==> src/rtl/denoise_frame_sequencer.sv <==
// Frame-level gate in front of the noise-reduction core: locks onto SOF, regenerates
// tuser/tlast from programmed width/height, and reports framing errors and completed frames.
module denoise_frame_sequencer #(
  parameter int DATA_WIDTH = 40,
  parameter int CNT_W      = 16
) (
  input  logic                  clk,
  input  logic                  rstn,
  input  logic                  cfg_enable,
  input  logic [CNT_W-1:0]      cfg_width,
  input  logic [CNT_W-1:0]      cfg_height,
  input  logic                  err_clr,
  input  logic [DATA_WIDTH-1:0] s_tdata,
  input  logic                  s_tvalid,
  input  logic                  s_tuser,
  input  logic                  s_tlast,
  output logic                  s_tready,
  output logic [DATA_WIDTH-1:0] m_tdata,
  output logic                  m_tvalid,
  output logic                  m_tuser,
  output logic                  m_tlast,
  input  logic                  m_tready,
  output logic                  busy,
  output logic                  frame_done,
  output logic [CNT_W-1:0]      frame_cnt,
  output logic                  err_eol_early,
  output logic                  err_eol_late,
  output logic                  err_sof_early
);

  localparam logic [CNT_W-1:0] ONE = {{(CNT_W-1){1'b0}}, 1'b1};

  typedef enum logic [1:0] {S_IDLE, S_WAIT_SOF, S_ACTIVE} state_t;

  state_t           r_state, w_state_next;
  logic [CNT_W-1:0] r_x, r_y, r_w, r_h, r_frame_cnt;
  logic [CNT_W-1:0] w_x_next, w_y_next, w_w_next, w_h_next, w_frame_cnt_next;
  logic             r_frame_done, w_frame_done_next;
  logic             r_err_eol_early, r_err_eol_late, r_err_sof_early;
  logic             w_set_eol_early, w_set_eol_late, w_set_sof_early;
  logic             w_start, w_complete;

  logic w_hs, w_cfg_ok, w_x_last, w_y_last, w_at_origin, w_start_wlast, w_start_hlast;

  assign w_hs          = s_tvalid & s_tready;
  assign w_cfg_ok      = cfg_enable && (cfg_width != '0) && (cfg_height != '0);
  // Shadows are nonzero whenever ACTIVE, so the -1 never wraps where it matters.
  assign w_x_last      = (r_x == r_w - ONE);
  assign w_y_last      = (r_y == r_h - ONE);
  assign w_at_origin   = (r_x == '0) && (r_y == '0);
  assign w_start_wlast = (cfg_width == ONE);
  assign w_start_hlast = (cfg_height == ONE);

  always_ff @(posedge clk or negedge rstn) begin
    if (!rstn) begin
      r_state         <= S_IDLE;
      r_x             <= '0;
      r_y             <= '0;
      r_w             <= '0;
      r_h             <= '0;
      r_frame_cnt     <= '0;
      r_frame_done    <= 1'b0;
      r_err_eol_early <= 1'b0;
      r_err_eol_late  <= 1'b0;
      r_err_sof_early <= 1'b0;
    end else begin
      r_state         <= w_state_next;
      r_x             <= w_x_next;
      r_y             <= w_y_next;
      r_w             <= w_w_next;
      r_h             <= w_h_next;
      r_frame_cnt     <= w_frame_cnt_next;
      r_frame_done    <= w_frame_done_next;
      // A set in the same cycle as err_clr wins.
      r_err_eol_early <= w_set_eol_early | (r_err_eol_early & ~err_clr);
      r_err_eol_late  <= w_set_eol_late  | (r_err_eol_late  & ~err_clr);
      r_err_sof_early <= w_set_sof_early | (r_err_sof_early & ~err_clr);
    end
  end

  always_comb begin
    w_state_next      = r_state;
    w_x_next          = r_x;
    w_y_next          = r_y;
    w_w_next          = r_w;
    w_h_next          = r_h;
    w_frame_cnt_next  = r_frame_cnt;
    w_frame_done_next = 1'b0;
    w_set_eol_early   = 1'b0;
    w_set_eol_late    = 1'b0;
    w_set_sof_early   = 1'b0;
    w_start           = 1'b0;
    w_complete        = 1'b0;

    case (r_state)
      S_IDLE: begin
        if (w_cfg_ok) w_state_next = S_WAIT_SOF;
      end
      S_WAIT_SOF: begin
        if (w_hs && s_tuser) begin
          w_set_eol_early = s_tlast & ~w_start_wlast;
          w_set_eol_late  = ~s_tlast & w_start_wlast;
          w_start         = 1'b1;
        end else if (!cfg_enable && !(s_tvalid && s_tuser)) begin
          w_state_next = S_IDLE;
        end
      end
      S_ACTIVE: begin
        if (w_hs) begin
          w_set_eol_early = s_tlast & ~w_x_last;
          w_set_eol_late  = ~s_tlast & w_x_last;
          if (s_tuser && !w_at_origin) begin
            w_set_sof_early = 1'b1;
            w_start         = 1'b1;
          end else if (w_x_last) begin
            w_x_next = '0;
            if (w_y_last) begin
              w_y_next   = '0;
              w_complete = 1'b1;
            end else begin
              w_y_next = r_y + ONE;
            end
          end else begin
            w_x_next = r_x + ONE;
          end
        end
      end
      default: w_state_next = S_IDLE;
    endcase

    // Accepting a SOF counts it as pixel (0,0) of a freshly latched geometry.
    if (w_start) begin
      w_w_next     = cfg_width;
      w_h_next     = cfg_height;
      w_state_next = S_ACTIVE;
      if (!w_start_wlast) begin
        w_x_next = ONE;
        w_y_next = '0;
      end else if (!w_start_hlast) begin
        w_x_next = '0;
        w_y_next = ONE;
      end else begin
        w_x_next   = '0;
        w_y_next   = '0;
        w_complete = 1'b1;
      end
    end

    if (w_complete) begin
      w_frame_done_next = 1'b1;
      w_frame_cnt_next  = r_frame_cnt + ONE;
      w_state_next      = cfg_enable ? S_WAIT_SOF : S_IDLE;
    end
  end

  always_comb begin
    s_tready = 1'b0;
    m_tvalid = 1'b0;
    m_tuser  = 1'b0;
    m_tlast  = 1'b0;
    busy     = 1'b0;
    case (r_state)
      S_WAIT_SOF: begin
        s_tready = s_tuser ? m_tready : 1'b1;
        m_tvalid = s_tvalid & s_tuser;
        m_tuser  = 1'b1;
        m_tlast  = w_start_wlast;
      end
      S_ACTIVE: begin
        s_tready = m_tready;
        m_tvalid = s_tvalid;
        m_tuser  = w_at_origin | s_tuser;
        m_tlast  = w_x_last;
        busy     = 1'b1;
      end
      default: ;
    endcase
  end

  assign m_tdata       = s_tdata;
  assign frame_done    = r_frame_done;
  assign frame_cnt     = r_frame_cnt;
  assign err_eol_early = r_err_eol_early;
  assign err_eol_late  = r_err_eol_late;
  assign err_sof_early = r_err_sof_early;

endmodule

==> config.mk <==
export PLATFORM = sky130hd
export DESIGN_NAME = denoise_frame_sequencer
export DESIGN_NICKNAME = d
export VERILOG_FILES = /design/src/rtl/denoise_frame_sequencer.sv
export SDC_FILE = /design/constraint.sdc
export NUM_CORES = 1
export LEC_CHECK = 0
export BUFFER_PORTS_ARGS = -buffer_cell sky130_fd_sc_hd__buf_2
export CORE_UTILIZATION = 55
export DETAILED_ROUTE_END_ITERATION = 7
export PLACE_DENSITY = 0.82
export SETUP_SLACK_MARGIN = 0.02
export SLEW_MARGIN = 0
export SYNTH_ARGS = -nofsm -noshare
export SYNTH_HDL_FRONTEND = slang
export SYNTH_SLANG_ARGS = --single-unit
==> constraint.sdc <==
create_clock -name clk -period 6.8 [get_ports clk]
set_input_delay 1.02 -clock clk [delete_from_list [all_inputs] [get_ports clk]]
set_output_delay 1.02 -clock clk [all_outputs]
set_load 0.02 [all_outputs]
== Word level (Yosys, flattened, before mapping) ==
Index checks and enable logic that the tools add are counted.
Storage, ports and cells
  output and inout port bits: 65
  word-level logic and storage cells: 111
  register bits after elaboration: 86
  input port bits: 80
Operators by class
  equality and inequality tests: 11
  bitwise operators: 17
  add/subtract/negate cells: 5
  reduce and logical (&&, ||, !) cells: 21
  multiplexer cells: 47
Operators by type and width (count)
  16-bit 2-to-1 mux: 11
  16-bit by 1-bit adder with 16-bit output, second input constant: 3
  16-bit by 1-bit equality test with 1-bit output, second input constant: 2
  16-bit equality test: 2
  16-bit zero test: 2
  16-bit nonzero test: 2
  16-bit by 1-bit subtractor with 16-bit output, second input constant: 2
  1-bit 2-to-1 mux: 23
  1-bit one-hot mux with 2 select lines: 7
  4-bit != test, second input constant: 3
  2-bit 2-to-1 mux: 5
  1-bit AND: 9
  4-bit AND reduction: 2
  1-bit logical AND: 7
  2-bit one-hot mux with 3 select lines: 1
  2-bit nonzero test: 3
  1-bit inverter: 4
  1-bit OR: 4
  1-bit zero test: 3
  3-bit != test, second input constant: 1
  3-bit AND reduction: 1
  2-bit by 1-bit equality test with 1-bit output, second input constant: 1
  2-bit equality test, second input constant: 1
  2-bit zero test: 1
  2-bit != test, second input constant: 1

== Depth between registers and ports, before layout ==
Gate-level depths: netlist of run 1.
  depth after elaboration: 12
  gate-level depth with buffers: 14
  gate-level depth less buffers: 10

== Worst setup path before layout of run 1 ==
No wires, ideal clock.
  path kind: reg2out
  start: register r_w[0]
  end: output port m_tlast
  data required time: 5.780 ns
  setup slack: 2.990 ns
  arrival time: 2.790 ns
  cell stages (with the launch flop): 12
  cells stage by stage: dfrtp_1 -> inv_1 -> ha_1 -> buf_2 -> or4b_1 -> clkbuf_1 -> nor4_4 -> xnor2_1 -> or4_4 -> nor3_2 -> a32oi_1 -> nor2b_1
On the way
  word-level cells in the longest chain between the ends: 3
Ends and longest elaborated chain
  start: declaration: line 36  | logic [CNT_W-1:0] r_x, r_y, r_w, r_h, r_frame_cnt;
  start signal: assignment: line 70  | r_w <= w_w_next;
  16-bit by 1-bit subtractor with 16-bit output: line 48  | assign w_x_last = (r_x == r_w - ONE);
  16-bit equality test: line 48
  1-bit one-hot mux with 2 select lines: line 162  | case (r_state)
  end: declaration: line 21  | output logic m_tlast,
No other way between the ends.

== Worst setup path after layout of run 1 ==
Same ends and word-level chain as after synthesis.

==> load_flow_metrics.sql, run 1 <==
INSERT INTO impl_metrics (metric_group, metric, value, unit) VALUES
('floorplanning', 'fp.dieW', '106', 'µm'),
('logic_synthesis', 'synth_fp_nets', '744', ''),
('cells_and_area', 'finalNetCount', '750', ''),
('cells_and_area', 'drive_gt1_share', '19.0', '%'),
('grt', 'first_global_vias', '4951', ''),
('placed_design', 'finalWeightedCongestion', '0.858', ''),
('logic_synthesis', 'syn_inst', '653', ''),
('logic_synthesis', 'largest_family_of_logic_cells_by_synthesized_area', 'simple AND/OR/NAND/NOR gates', ''),
('setup_path', 'cp.required', '5.78', 'ns'),
('power', 'vdd_ir_drop_max', '0.255', 'mV'),
('timing', 'slew_viols_final', '0', ''),
('status', 'run_status', 'finished clean', ''),
('detailed_routing', 'post-route-drc-count', '0', ''),
('power', 'power_density', '315', 'nW/µm²'),
('power', 'leakage', '0.00276', 'µW'),
('power', 'p_sw_share', '40.9', '%'),
('clocking', 'clock_latency', '0.38', 'ns'),
('detailed_routing', 'dr.pass1.iters', '5', ''),
('power', 'internal-power', '1160', 'µW'),
('placed_design', 'port_buffers', '64', ''),
('floorplanning', 'floorplan.rows', '37', ''),
('timing', 'maxClockFrequency', '224', 'MHz'),
('logic_synthesis', 'synth_area_leader_cell', 'sky130_fd_sc_hd__dfrtp_1', ''),
('detailed_routing', 'ant_nets', '0', ''),
('cells_and_area', 'layout-area-overhead-vs-synth', '4.68', '%'),
('timing', 'fin_ws', '2.34', 'ns'),
('clocking', 'clk_root_buffer_cell', 'sky130_fd_sc_hd__clkbuf_8', ''),
('detailed_routing', 'initialDrtViolationCount', '410', ''),
('floorplanning', 'die_height', '106', 'µm'),
('detailed_routing', 'post_drt_wl_per_cell', '18.2', 'µm'),
('placed_design', 'dp_slack', '2.76', 'ns'),
('power', 'p_clk_share', '19.4', '%'),
('logic_synthesis', 'yosys-mux-area-fraction', '6.47', '%'),
('logic_synthesis', 'ys_seq_elements', '86', ''),
('floorplanning', 'core_area', '10400', 'µm²'),
('clocking', 'cts_hold_buf', '0', ''),
('clocking', 'htreeDepth', '3', ''),
('placed_design', 'place_area', '6030', 'µm²'),
('hold_path', 'min_path_type', 'register to register', ''),
('timing', 'worst-slew-pin-transition', '1.15', 'ns'),
('clocking', 'postCtsResizedCells', '0', ''),
('setup_path', 'worst-endpoint-arrival', '3.44', 'ns'),
('timing', 'grt_setup_unrepaired', 'false', ''),
('detailed_routing', 'detailroute.via_count', '5019', ''),
('grt', 'grt_pass1_wl', '23.7', 'mm'),
('detailed_routing', 'vias_per_cell', '6.27', ''),
('timing', 'worst_slew_margin_rel', '23.0', '%'),
('timing', 'hold_violations', '0', ''),
('floorplanning', 'floorplan.initialDensity', '57.2', '%'),
('logic_synthesis', 'share_of_the_synthesized_area_in_compound_gates_ao_oa_aoi_oai', '16.4', '%'),
('clocking', 'cts.clk_slew.worst_paths', '0.09', 'ns'),
('logic_synthesis', 'synth-edff-count', '0', ''),
('cells_and_area', 'final_core_utilization', '59.9', '%'),
('timing', 'final.period_utilization', '65.6', '%'),
('logic_synthesis', 'synth.cell_area', '5960', 'µm²'),
('cells_and_area', 'commonest_cells_after_routing_fill_and_taps_aside', 'sky130_fd_sc_hd__dfrtp_1, sky130_fd_sc_hd__buf_2, sky130_fd_sc_hd__nand2_1', ''),
('grt', 'antenna_violations_before_repair', '0', ''),
('cells_and_area', 'final_design_area_no_fill', '6240', 'µm²'),
('logic_synthesis', 'yosys.area_share.adder', '2.31', '%'),
('logic_synthesis', 'syn_avg_cell_area', '9.12', 'µm²'),
('floorplanning', 'dieArea', '11300', 'µm²'),
('setup_path', 'cp_startpoint_kind', 'register', ''),
('setup_path', 'critical_path.max_fanout', '9', ''),
('logic_synthesis', 'synth_cell_types', '67', ''),
('clocking', 'post_cts.repair.setup_buffers', '0', ''),
('clocking', 'cts_max_path_buffers', '2', ''),
('logic_synthesis', 'synth_top_area_share', '36.1', '%'),
('clocking', 'cts-buffers-inserted', '9', ''),
('cells_and_area', 'most_common_cell_after_layout_fill_and_taps_aside', 'sky130_fd_sc_hd__dfrtp_1', ''),
('timing', 'period_needed', '4.46', 'ns'),
('setup_path', 'critPathKind', 'register to output port', '');
[per-layer routing]
metal | part of all wire, % | wire [µm] | track usage [%] | vias to the layer above
met5 | 0 | 0 | 0 | -
met4 | 3.6 | 522 | 12.7 | 0
met3 | 6.2 | 903 | 4.35 | 62
li1 | - | - | - | 2336
met2 | 50 | 7300 | 46.4 | 218
met1 | 40 | 5840 | 32.0 | 2403
[logic make-up (layout without fill, tap and decap cells)]
| group | Yosys count | count (layout) |
|---|---|---|
| buf+inv | 106 | 117 |
| flops | 86 | 86 |
| compound gates | 138 | 138 |
| simple gates | 221 | 221 |
| fa+ha+maj | 11 | 11 |
| xor+xnor | 56 | 56 |
| mux | 35 | 35 |
[synthesized netlist by cell type, drive strengths merged (7+ instances only)]
library cell	count
dfrtp	86
buf	50
nand2	42
nor2	42
inv	35
xor2	29
mux2	28
xnor2	27
o21ai	25
a21oi	23
nand3	22
clkbuf	21
nor4	17
nor3	16
a211oi	13
a31oi	13
o2bb2ai	13
nand4	12
and3	11
ha	11
or3	11
mux2i	7
nor2b	7
[stage by stage]
step	std cells	total power, µW	hold WS (ns)
final	800	1970	0.511
after global routing	800	2100	0.511
after detailed placement	784	1580	0.478
after global placement	784	1540	0.475
after CTS	800	1970	0.503
after floorplan	653	1420	0.500
[power by group through the flow]
stage	registers (µW)	logic [µW]	clock network (µW)
final	797	787	382
after global routing	817	872	409
after CTS	794	783	389
after detailed placement	804	777	0
after global placement	794	748	0
after floorplan	739	681	0
[state kept, by name, indices dropped and copies added (netlist names)]
name,cells
r_x,16
frame_cnt,16
err_eol_early,1
err_eol_late,1
frame_done,1
r_h,16
r_w,16
r_y,16
r_state,2
err_sof_early,1
[worst max-delay path, stage by stage, from the launching register on]
cell and delay (ns):
sky130_fd_sc_hd__dfrtp_1 0.43, sky130_fd_sc_hd__inv_1 0.09, sky130_fd_sc_hd__ha_1 0.33, sky130_fd_sc_hd__or4b_1 0.67, sky130_fd_sc_hd__nor4_4 0.21, sky130_fd_sc_hd__xnor2_1 0.09
sky130_fd_sc_hd__or4_4 0.57, sky130_fd_sc_hd__nor3_2 0.21, sky130_fd_sc_hd__a32oi_1 0.15, sky130_fd_sc_hd__nor2b_1 0.14, sky130_fd_sc_hd__buf_2 0.18
[area by class of cell]
type	instances	area [µm²]
well taps	136	170
fillers	898	4180
flip-flops and latches	86	2150
repair buffers	66	338
clock buffers	10	138
multi-input cells	461	3240
inverters	35	131
clock inverters	6	68.8
[path summary, 6_finish.rpt]
path | startpoint | end | slack (ns) | cells past startpoint
setup reg to reg | r_w[0] | frame_cnt[13] | 2.93 | 10
hold / removal | err_sof_early | err_sof_early | 0.51 | 1
setup / recovery | r_w[0] | m_tlast | 2.34 | 10
min in group asynchronous | rstn | r_x[4] | 0.84 | 1
hold reg to reg | err_sof_early | err_sof_early | 0.51 | 1
max in group asynchronous | rstn | r_h[2] | 5.27 | 1
Note: power is estimated with default switching activity, not from simulation.
==> run 2: changes to the inputs <==
==> constraint.sdc (replaced) <==
create_clock -name clk -period 4.6 [get_ports clk]
set_input_delay 0.69 -clock clk [delete_from_list [all_inputs] [get_ports clk]]
set_output_delay 0.69 -clock clk [all_outputs]
set_load 0.02 [all_outputs]
==> load_flow_metrics.sql, run 2 (synthesized netlist as in run 1, its figures left out) <==
INSERT INTO impl_metrics (metric_group, metric, value, unit) VALUES
('power', 'p_clk_share', '19.3', '%'),
('setup_path', 'worstPathBufferInverterCount', '2', ''),
('floorplanning', 'floorplan.initialDensity', '57.2', '%'),
('setup_path', 'cp.required', '3.91', 'ns'),
('setup_path', 'critical_path.max_fanout', '9', ''),
('power', 'combinationalPowerShare', '39.9', '%'),
('clocking', 'cts_tree', 'yes', ''),
('floorplanning', 'dieArea', '11300', 'µm²'),
('timing', 'slew_viols_final', '0', ''),
('cells_and_area', 'area.sequential', '2150', 'µm²'),
('setup_path', 'crit_chain', 'inv_1, ha_1, or4b_1, nor4_4, xnor2_1, or4_4, nor3_2, a32oi_1, nor2b_1, buf_2', ''),
('clocking', 'cts_max_path_buffers', '2', ''),
('timing', 'totalNegativeSetupSlack', '0', 'ns'),
('cells_and_area', 'commonest_cells_after_routing_fill_and_taps_aside', 'sky130_fd_sc_hd__dfrtp_1, sky130_fd_sc_hd__buf_2, sky130_fd_sc_hd__nand2_1', ''),
('power', 'pwr-share-seq', '40.8', '%'),
('placed_design', 'finalWeightedCongestion', '0.948', ''),
('clocking', 'cts-buffers-inserted', '9', ''),
('grt', 'gr-total-overflow', '0', ''),
('floorplanning', 'core_area', '10400', 'µm²'),
('timing', 'worst-slew-pin-transition', '1.13', 'ns'),
('floorplanning', 'top_level_ports', '145', ''),
('detailed_routing', 'ant_nets', '0', ''),
('status', 'run_status', 'finished clean', ''),
('setup_path', 'cpMaxStageDelayCell', 'sky130_fd_sc_hd__or4b_1', ''),
('clocking', 'post_cts.repair.setup_buffers', '0', ''),
('timing', 'hold_violations', '0', ''),
('detailed_routing', 'dr.pass1.iters', '5', ''),
('cells_and_area', 'layout-area-overhead-vs-synth', '4.81', '%'),
('floorplanning', 'die_height', '106', 'µm'),
('timing', 'timing.clock.skew', '0.0150', 'ns'),
('setup_path', 'type_of_element_capturing_the_critical_path', 'output port', ''),
('timing', 'grt_setup_unrepaired', 'false', ''),
('power', 'power_density', '464', 'nW/µm²'),
('power', 'internal-power', '1720', 'µW'),
('detailed_routing', 'wl_final', '14.3', 'mm'),
('grt', 'grt_usage', '26.3', '%'),
('power', 'net_switching_power', '1180', 'µW'),
('detailed_routing', 'vias_per_cell', '6.19', ''),
('job', 'drv.max_cap_violation_count', '0', ''),
('grt', 'grt_start_max_net_pins', '87', ''),
('power', 'p_sw_share', '40.8', '%'),
('timing', 'worst_slew_margin_rel', '25.0', '%'),
('timing', 'period_needed', '4.06', 'ns'),
('detailed_routing', 'detailroute.via_count', '4962', ''),
('power', 'totalPowerFinal', '2900', 'µW'),
('cells_and_area', 'final_design_area_no_fill', '6240', 'µm²'),
('timing', 'finalSetupViolCount', '0', ''),
('setup_path', 'cpPeakStageDelay', '0.65', 'ns'),
('placed_design', 'port_buffers', '64', ''),
('clocking', 'clk_root_buffer_cell', 'sky130_fd_sc_hd__clkbuf_8', ''),
('timing', 'final.hold.worst_slack', '0.494', 'ns'),
('power', 'vdd_ir_drop_max', '0.358', 'mV'),
('cells_and_area', 'most_common_cell_after_layout_fill_and_taps_aside', 'sky130_fd_sc_hd__dfrtp_1', ''),
('setup_path', 'critical-path-top-delay-family', 'simple AND/OR/NAND/NOR gates', ''),
('cells_and_area', 'finalNetCount', '751', ''),
('detailed_routing', 'post_drt_wl_per_cell', '17.8', 'µm'),
('detailed_routing', 'initialDrtViolationCount', '304', ''),
('cells_and_area', 'multiInputGateArea', '3240', 'µm²'),
('clocking', 'clock_latency', '0.38', 'ns'),
('clocking', 'cts.clk_slew.worst_paths', '0.09', 'ns'),
('grt', 'antenna_violations_before_repair', '0', ''),
('clocking', 'cts_hold_buf', '0', ''),
('setup_path', 'critPathKind', 'register to output port', ''),
('clocking', 'htreeDepth', '3', ''),
('clocking', 'postCtsResizedCells', '0', ''),
('grt', 'grt_pass1_wl', '23.5', 'mm'),
('cells_and_area', 'antenna_cells_inserted', '0', ''),
('hold_path', 'min_path_type', 'register to register', ''),
('power', 'leakage', '0.00276', 'µW'),
('setup_path', 'cp_startpoint_kind', 'register', ''),
('floorplanning', 'floorplan.rows', '37', ''),
('detailed_routing', 'post-route-drc-count', '0', ''),
('cells_and_area', 'layout.filler_cells', '880', ''),
('placed_design', 'place_area', '6040', 'µm²'),
('setup_path', 'worst-endpoint-arrival', '3.37', 'ns'),
('cells_and_area', 'drive_gt1_share', '19.1', '%'),
('placed_design', 'hpwlAfterDp', '10.7', 'mm'),
('timing', 'final.period_utilization', '88.2', '%'),
('clocking', 'clock_sinks', '86', ''),
('timing', 'maxClockFrequency', '246', 'MHz'),
('grt', 'first_global_vias', '4851', ''),
('floorplanning', 'fp.dieW', '106', 'µm');
## run 2: cell count changes in the layout (fill, tap and decap cells not counted), sizes merged
cell    before  now
clkinv       2    3
buf         66   67
inv         37   36
## run 2: final timing paths
kind	start	end	slack, ns	cells after the start
min in group asynchronous	rstn	r_x[15]	0.50	1
worst min-delay path	frame_cnt[15]	frame_cnt[15]	0.49	1
worst max register to register	r_w[0]	r_y[14]	0.63	11
worst min register to register	frame_cnt[15]	frame_cnt[15]	0.49	1
worst max-delay path	r_w[0]	m_tlast	0.54	10
max in group asynchronous	rstn	r_h[2]	3.41	1
## run 2: metrics by stage
stage	utilization [%]	setup WS (ns)	std cells
after floorplan	-	1.12	653
after global placement	58.0	0.798	785
final	60.0	0.543	801
after CTS	60.0	0.531	801
after detailed placement	58.0	0.636	785
after global routing	60.0	0.331	801
## run 2: area by class of cell
type                       count  share of cell area [%]
clock buffer                  10                    2.20
clock inverter                 6                    1.10
inverter                      35                    2.10
multi-input combinational    461                    51.9
sequential                    86                    34.5
tap                          136                    2.72
timing repair buffer          67                    5.53
## run 2: layer usage
| layer | up-vias | global-route usage (%) | wire (µm) |
|---|---|---|---|
| met2 | 173 | 45.1 | 7060 |
| li1 | 2333 | - | - |
| met3 | 43 | 5.21 | 873 |
| met4 | 0 | 11.1 | 354 |
| met1 | 2413 | 32.4 | 5970 |
| met5 | - | 0 | 0 |
## run 2: power groups by stage
stage,registers [µW],clock network (µW),logic [µW]
6_report,1180,559,1160
5_1_grt,1210,598,1290
4_1_cts,1170,574,1150
3_5_place_dp,1190,0,1140
3_3_place_gp,1180,0,1090
2_1_floorplan,1090,0,1010
